### config.mk
export PLATFORM = sky130hd
export DESIGN_NAME = seq_multiply
export DESIGN_NICKNAME = d
export VERILOG_FILES = /design/src/rtl/mul_pkg.sv /design/src/rtl/mul_step.sv /design/src/rtl/seq_multiply.sv
export SDC_FILE = /design/constraint.sdc
export NUM_CORES = 1
export LEC_CHECK = 0
export CORE_ASPECT_RATIO = 2
export CORE_MARGIN = 2
export CORE_UTILIZATION = 55
export DETAILED_ROUTE_END_ITERATION = 10
export PLACE_DENSITY = 0.81
export SYNTH_ARGS = -nofsm -noshare
export SYNTH_HDL_FRONTEND = slang
export SYNTH_SLANG_ARGS = --single-unit
### constraint.sdc
create_clock -name clk -period 7.2 [get_ports clk]
set_clock_uncertainty 0.2 [all_clocks]
set_input_delay 0.72 -clock clk [delete_from_list [all_inputs] [get_ports clk]]
set_output_delay 0.72 -clock clk [all_outputs]
set_load 0.02 [all_outputs]
### src/rtl/mul_pkg.sv
// Shared constants and types for the execute-stage arithmetic units (multiply now, divide later).
package mul_pkg;

  localparam int MUL_WIDTH = 32;

  // Iteration counter must be able to hold WIDTH itself.
  function automatic int cnt_width(input int w);
    return $clog2(w) + 1;
  endfunction

  localparam int MUL_CNT_W = cnt_width(MUL_WIDTH);

  typedef enum logic [1:0] {
    IDLE,
    RUN,
    DONE
  } mul_state_t;

endpackage

### src/rtl/mul_step.sv
// One shift-add iteration: conditionally add (or subtract) the multiplicand, then shift acc:mult right by one.
module mul_step
  import mul_pkg::*;
#(
  parameter int WIDTH = MUL_WIDTH
) (
  input  logic [WIDTH:0]   acc,
  input  logic [WIDTH-1:0] mult,
  input  logic [WIDTH:0]   mcand,
  input  logic             sub,
  output logic [WIDTH:0]   acc_next,
  output logic [WIDTH-1:0] mult_next
);

  logic [WIDTH+1:0] addend;
  logic [WIDTH+1:0] sum;

  // One guard bit above the sign-extended accumulator keeps add/subtract exact.
  always_comb begin
    addend = mult[0] ? {mcand[WIDTH], mcand} : '0;
    if (sub) begin
      sum = {acc[WIDTH], acc} - addend;
    end else begin
      sum = {acc[WIDTH], acc} + addend;
    end
    acc_next  = sum[WIDTH+1:1];
    mult_next = {sum[0], mult[WIDTH-1:1]};
  end

endmodule

### src/rtl/seq_multiply.sv
// Multi-cycle WIDTHxWIDTH multiplier, one multiplier bit per clock, signed or unsigned.
// Optional MUL_OVERFLOW_FLAG_EN adds an ovf output registered alongside hi/lo.
// Handshake: start is sampled only in IDLE or DONE; busy is high for exactly WIDTH cycles,
// then done pulses for one cycle with hi/lo valid; start during RUN is dropped.
module seq_multiply
  import mul_pkg::*;
#(
  parameter int WIDTH = MUL_WIDTH
) (
  input  logic             clk,
  input  logic             reset,
  input  logic             start,
  input  logic             is_signed,
  input  logic [WIDTH-1:0] A,
  input  logic [WIDTH-1:0] B,
  output logic             busy,
  output logic             done,
`ifdef MUL_OVERFLOW_FLAG_EN
  output logic             ovf,
`endif
  output logic [WIDTH-1:0] hi,
  output logic [WIDTH-1:0] lo
);

  localparam int CNT_W = cnt_width(WIDTH);

  mul_state_t state;
  mul_state_t state_next;

  logic [CNT_W-1:0] cnt;
  logic [WIDTH:0]   acc;
  logic [WIDTH-1:0] mult;
  logic [WIDTH:0]   mcand;
  logic             signed_q;
  logic [WIDTH:0]   acc_next;
  logic [WIDTH-1:0] mult_next;
  logic             last;
  logic             accept;

  assign last   = (cnt == CNT_W'(WIDTH - 1));
  assign accept = start && ((state == IDLE) || (state == DONE));
  assign busy   = (state == RUN);
  assign done   = (state == DONE);

  // The multiplier's top bit carries weight -2^(WIDTH-1) in signed mode, so the last step subtracts.
  mul_step #(.WIDTH(WIDTH)) u_step (
    .acc      (acc),
    .mult     (mult),
    .mcand    (mcand),
    .sub      (signed_q && last),
    .acc_next (acc_next),
    .mult_next(mult_next)
  );

  always_comb begin
    state_next = state;
    case (state)
      IDLE:    if (start) state_next = RUN;
      RUN:     if (last) state_next = DONE;
      DONE:    state_next = start ? RUN : IDLE;
      default: state_next = IDLE;
    endcase
  end

  always_ff @(posedge clk or posedge reset) begin
    if (reset) begin
      state <= IDLE;
    end else begin
      state <= state_next;
    end
  end

  always_ff @(posedge clk or posedge reset) begin
    if (reset) begin
      cnt      <= '0;
      acc      <= '0;
      mult     <= '0;
      mcand    <= '0;
      signed_q <= 1'b0;
      hi       <= '0;
      lo       <= '0;
`ifdef MUL_OVERFLOW_FLAG_EN
      ovf      <= 1'b0;
`endif
    end else if (accept) begin
      cnt      <= '0;
      acc      <= '0;
      mult     <= B;
      mcand    <= {is_signed & A[WIDTH-1], A};
      signed_q <= is_signed;
    end else if (state == RUN) begin
      acc  <= acc_next;
      mult <= mult_next;
      cnt  <= cnt + CNT_W'(1);
      if (last) begin
        hi <= acc_next[WIDTH-1:0];
        lo <= mult_next;
`ifdef MUL_OVERFLOW_FLAG_EN
        ovf <= signed_q ? (acc_next[WIDTH-1:0] != {WIDTH{mult_next[WIDTH-1]}})
                        : (acc_next[WIDTH-1:0] != '0);
`endif
      end
    end
  end

endmodule

==> key figures, run 1 <==
Drt
  – Vias per std cell: 5.96
  – Final ANT Viol Nets: 0
  – DR WL/cell: 19.2 um
  – Initial DRT Pass Iterations: 6
  – Via count: 8411
  – Initial drt markers: 573
  – Drc violations: 0
  – WL final: 27100 um

Timing
  – Fin crit share: 69.4%
  – Rel. slew slack: 40.3%
  – Total negative slack: 0 ps
  – Worst Tran Pin Value: 895 ps
  – Worst hold slack: 272 ps
  – Fin crit period: 5000 ps
  – Pins Over Slew Limit: 0
  – Final hold vios: 0
  – Final setup viols: 0
  – RSZ-0062 raised after global routing: false
  – Highest clock rate: 200 MHz

Synth
  – Area leader, netlist: dfrtp_1
  – Yosys cell types: 63
  – Synth warn: 0
  – Synth top area share: 45.9%
  – Post-synthesis register bit count: 171
  – Ys async rst share: 100%
  – Synth cell count leaders: nand2_1, dfrtp_1, nor2_1
  – Post-synth top flop: dfrtp_1
  – Ranking of synthesized cells by area: dfrtp_1, nand2_1, ha_1
  – Top-count cell post-synth: nand2_1
  – Sequential-to-total area share from yosys stat: 45.9%
  – Syn nets: 1198
  – EDFF count, synth: 0
  – Avg Cell Area, Syn: 8.52 um^2
  – Synth Instances: 1094
  – Synthesized cell area: 0.00932 mm^2

Floorplan
  – Die Wd: 96.0 um
  – # rows: 67
  – Effective utilization at floorplan: 55.8%
  – Die area: 0.0181 mm^2
  – Core area: 0.0167 mm^2
  – Die H: 188 um
  – I/O pins: 134

Clocking
  – Postcts setup bufs: 0
  – Post-CTS sizing: 0
  – Cts hold-fix bufs: 0
  – Clk buf depth: 2
  – Root Buffer: clkbuf_16
  – CTS buffer count: 17
  – CTS tree: built
  – H-tree depth: 4
  – Clk sink count: 171
  – Worst skew pair latency: 430 ps
  – Clk slew on worst S/H paths: 70 ps

Place
  – Port bufs: 133
  – DP Cell Count: 1383
  – HPWL Detailed: 19100 um
  – Final GP Congestion: 1.01

Critical path
  – Data arrival, critical path: 5120 ps
  – CP startpoint kind: flip-flop
  – Crit-path max cell delay: 750 ps
  – Critical Setup Path Class: flip-flop to flip-flop
  – Worst Path Buf+Inv: 0
  – Setup crit end kind: flip-flop
  – Cell family with most CP delay: simple AND/OR/NAND/NOR gates
  – Critical path's slowest cell: and2_1
  – Critical path peak fanout: 23
  – Worst-path cell chain: ha_1 -> nand3_1 -> nor3b_1 -> and2_1 -> nor2_1 -> o311ai_0 -> ha_1 -> a21oi_1 -> o21a_1 -> and2_1 -> nand3_1 -> a31oi_1 -> o21ai_0 -> xor2_1 -> mux2_2
  – CP required: 7320 ps

Cells and area
  – Nets: 1299
  – Share of cells above drive strength 1: 5.39%
  – Ant diodes: 0
  – P&R area growth vs syn: 21.6%
  – Fin cells: 1412

Global route
  – First-pass GRT wire length: 43400 um
  – Initial antenna violation count: 0
  – Global route total overflow: 0
  – GRT Util Overall: 31.4%
  – Vias in the first global route: 8594
  – Largest net degree at the start of global routing: 101

Status
  – Status: completed

Hold path
  – Min-Delay Path Class: flip-flop to flip-flop

Job
  – Max Cap Viol: 0
[stage by stage]
stage	setup WS [ps]	area (um^2)	utilization (%)
floorplan	1650	9320	-
CTS	2230	11300	67.9
global route	1810	11300	67.9
global placement	2390	10800	64.5
detailed placement	2270	10800	64.5
finish	2200	11300	67.9
[cells in the final DEF, fill, tap and decap left out, types with 12 or more instances in the layout]
cell             instances
a22oi_1                 30
xor2_1                  22
ha_1                    35
xnor2_1                 27
nor3_1                  16
nand2_1                381
nor2_1                  54
o21ai_0                 42
a21o_1                  12
a21oi_1                 52
nand3_1                 22
clkdlybuf4s50_1        133
a22o_1                  29
dfrtp_1                171
clkbuf_16               17
[final cells by class]
type	count	area, um^2
Clock buffer	19	453
Clock inverter	10	116
Fill cell	1397	5350
Inverter	11	46.3
Multi-Input combinational cell	853	4780
Sequential cell	171	4280
Tap cell	207	259
Timing Repair Buffer	141	1390
[registers in the layout, indices dropped and copies added, names as in the netlist]
register	count
state	2
mcand	33
mult	32
hi	32
cnt	6
acc	33
signed_q	1
lo	32
[worst min-delay path: cells and delay by family, from the launching register on]
kind	cells	cell delay, ps
and+or+nand+nor	2	100
DFF	1	340
[path summary, 6_finish.rpt]
check / startpoint / end / slack [ps] / depth (start not counted)
max: cnt[0] / hi[27] / 2200 / 15
min: hi[23] / hi[23] / 270 / 2
max reg2reg: cnt[0] / hi[27] / 2200 / 15
min reg2reg: hi[23] / hi[23] / 270 / 2
max in group asynchronous: reset / mcand[22] / 4720 / 3
min in group asynchronous: reset / lo[20] / 640 / 2
[kinds of logic (layout without fill, tap and decap cells)]
family,after synthesis,in the layout,share of synthesized area (%)
DFF,171,171,45.9
and+or+nand+nor,520,520,22.7
AOI/OAI and AO/OA,237,237,17.6
xor gates and xnor gates,49,49,4.61
muxes,11,11,1.33
adders and majority gates,36,36,4.92
buffers and inverters,70,181,2.91
[metal layers]
metal	vias to the layer above	routed length (um)	GRT usage, %
met5	-	0	0
met4	0	1830	20.8
met3	104	1120	5.18
met2	303	14800	55.8
met1	4044	9360	32.5
li1	3960	-	-
Power of run 1 is not shown: default switching activity piles up to over one toggle a cycle in this logic, so the estimate is an artifact.
==> inputs of run 2 (changes only) <==
==> constraint.sdc (replaced) <==
create_clock -name clk -period 5 [get_ports clk]
set_clock_uncertainty 0.2 [all_clocks]
set_input_delay 0.5 -clock clk [delete_from_list [all_inputs] [get_ports clk]]
set_output_delay 0.5 -clock clk [all_outputs]
set_load 0.02 [all_outputs]
==> run 2 against run 1 <==
Utilization increased by 0.69 points. Fmax increased by 6.5%. Via count increased by 1.9%. Register-to-register slack got worse by 1900 ps. Critical endpoint is now hi[29]. Cell count increased by 0.85%. Setup slack got worse by 1900 ps. Critical path type unchanged. Worst hold slack improved by 1.7 ps. Global-route usage decreased by 0.25 points.
==> key figures, run 2 (synthesis gave the netlist of run 1 again) <==
Critical path
  – Worst-path cell chain: ha_1 -> nand3_1 -> nor3b_1 -> nand2_1 -> o21ai_0 -> xnor2_1 -> nand2_1 -> ha_1 -> a211o_1 -> o21ai_2 -> a21oi_2 -> a2111o_1 -> a221oi_2 -> xnor2_1 -> mux2_2 (was ha_1 -> nand3_1 -> nor3b_1 -> and2_1 -> nor2_1 -> o311ai_0 -> ha_1 -> a21oi_1 -> o21a_1 -> and2_1 -> nand3_1 -> a31oi_1 -> o21ai_0 -> xor2_1 -> mux2_2)
  – Critical path's slowest cell: nor3b_1 (was and2_1)
  – Critical Setup Path Class: flip-flop to flip-flop (unchanged)
  – Crit-path max cell delay: 440 ps (was 750 ps)
  – Cell family with most CP delay: compound AO/OA/AOI/OAI gates (was simple AND/OR/NAND/NOR gates)
  – R2r startpoint: cnt[0] (unchanged)
  – Worst setup startpoint: cnt[0] (unchanged)
  – CP startpoint kind: flip-flop (unchanged)
  – Data arrival, critical path: 4820 ps (was 5120 ps)
  – Critical path peak fanout: 15 (was 23)
  – Setup crit end kind: flip-flop (unchanged)
  – Worst Path Buf+Inv: 0 (unchanged)
  – CP required: 5130 ps (was 7320 ps)

Drt
  – Via count: 8569 (was 8411)
  – DR WL/cell: 18.8 um (was 19.2 um)
  – Vias per std cell: 6.02 (was 5.96)
  – Initial drt markers: 496 (was 573)
  – Initial DRT Pass Iterations: 5 (was 6)
  – Final ANT Viol Nets: 0 (unchanged)
  – Drc violations: 0 (unchanged)
  – WL final: 26700 um (was 27100 um)

Floorplan
  – Die H: 188 um (unchanged)
  – # rows: 67 (unchanged)
  – Die Wd: 96.0 um (unchanged)
  – I/O pins: 134 (unchanged)
  – Effective utilization at floorplan: 55.8% (unchanged)
  – Die area: 0.0181 mm^2 (unchanged)
  – Core area: 0.0167 mm^2 (unchanged)

Place
  – Final GP Congestion: 0.986 (was 1.01)
  – Port bufs: 133 (unchanged)
  – DP Cell Count: 1392 (was 1383)
  – HPWL Detailed: 19200 um (was 19100 um)

Timing
  – Worst hold slack: 274 ps (was 272 ps)
  – Final hold vios: 0 (unchanged)
  – Rel. slew slack: 43.9% (was 40.3%)
  – Fin crit share: 93.9% (was 69.4%)
  – Worst Tran Pin Value: 839 ps (was 895 ps)
  – Fin crit period: 4690 ps (was 5000 ps)
  – Final setup viols: 0 (unchanged)
  – Total negative slack: 0 ps (unchanged)
  – RSZ-0062 raised after global routing: false (unchanged)
  – Highest clock rate: 213 MHz (was 200 MHz)
  – Pins Over Slew Limit: 0 (unchanged)

Clocking
  – Worst skew pair latency: 440 ps (was 430 ps)
  – Root Buffer: clkbuf_16 (unchanged)
  – Postcts setup bufs: 0 (unchanged)
  – Clk slew on worst S/H paths: 80 ps (was 70 ps)
  – CTS buffer count: 17 (unchanged)
  – H-tree depth: 4 (unchanged)
  – Clk sink count: 171 (unchanged)
  – Clk buf depth: 2 (unchanged)
  – CTS tree: built (unchanged)

Cells and area
  – Nets: 1308 (was 1299)
  – Most frequent cells in the layout: nand2_1, dfrtp_1, clkdlybuf4s50_1, nor2_1, a21oi_1 (unchanged)
  – Fin cells: 1424 (was 1412)
  – Share of cells above drive strength 1: 6.41% (was 5.39%)
  – Filler instances: 1348 (was 1397)
  – FF/Latch Area: 0.00428 mm^2 (unchanged)
  – Ant diodes: 0 (unchanged)
  – P&R area growth vs syn: 22.8% (was 21.6%)
  – Area of the multi-input gates: 0.00479 mm^2 (was 0.00478 mm^2)
  – Commonest non-fill, non-tap cell in the layout: nand2_1 (unchanged)
  – Top flop regs: acc (33), mcand (33) (unchanged)

Hold path
  – Min-Delay Path Class: flip-flop to flip-flop (unchanged)
  – Worst min-delay path startpoint: hi[23] (unchanged)

Global route
  – Vias in the first global route: 8933 (was 8594)
  – Initial antenna violation count: 0 (unchanged)
  – GRT Util Overall: 31.2% (was 31.4%)
  – Largest net degree at the start of global routing: 128 (was 101)
  – Global route total overflow: 0 (unchanged)
  – First-pass GRT wire length: 43300 um (was 43400 um)

Status
  – Status: completed (unchanged)

Job
  – Max Cap Viol: 0 (unchanged)
-- run 2: final timing paths --
kind	to	slack [ps]	cells past startpoint
min reg2reg	hi[23]	270	2
max reg2reg	hi[29]	310	15
max	hi[29]	310	15
min in group asynchronous	hi[16]	390	3
min	hi[23]	270	2
max in group asynchronous	mcand[32]	3660	3
-- run 2: layout make-up --
cell class                 count  area share (%)
timing repair buffer         150            12.9
sequential                   171            37.4
clock buffer                  17            3.72
clock inverter                15            1.51
tap                          207            2.26
multi-input combinational    853            41.9
inverter                      11           0.394
-- run 2: routing by layer --
metal | up-vias | GRT usage (%) | wire, um
li1 | 3977 | - | -
met1 | 4152 | 32.6 | 9210
met2 | 314 | 54.0 | 14500
met3 | 126 | 5.14 | 1000
met4 | 0 | 22.7 | 2030
met5 | - | 0 | 0
-- run 2: worst reg2reg max path, cell delays in order (launching register included) --
cell and delay, ps:
dfrtp_1 400, ha_1 200, nand3_1 120, nor3b_1 440
nand2_1 420, o21ai_0 220, xnor2_1 250, nand2_1 170
ha_1 380, a211o_1 350, o21ai_2 220, a21oi_2 120
a2111o_1 440, a221oi_2 290, xnor2_1 120, mux2_2 270
-- run 2: timing repair --
action / in CTS / in global routing
setup endpoints to repair: 0 / 2
resized for setup: 0 / 2
hold buffers: 0 / 0
-- run 2: stage by stage --
stage                     setup WS (ps)  util, %  area [um^2]
final                               306     68.6        11400
after global routing               33.0     68.6        11400
after CTS                           400     68.6        11400
after detailed placement            419     65.0        10800
after global placement              497     65.0        10800
after floorplan                     534        -         9320
Power of run 2 is left out for the same reason.
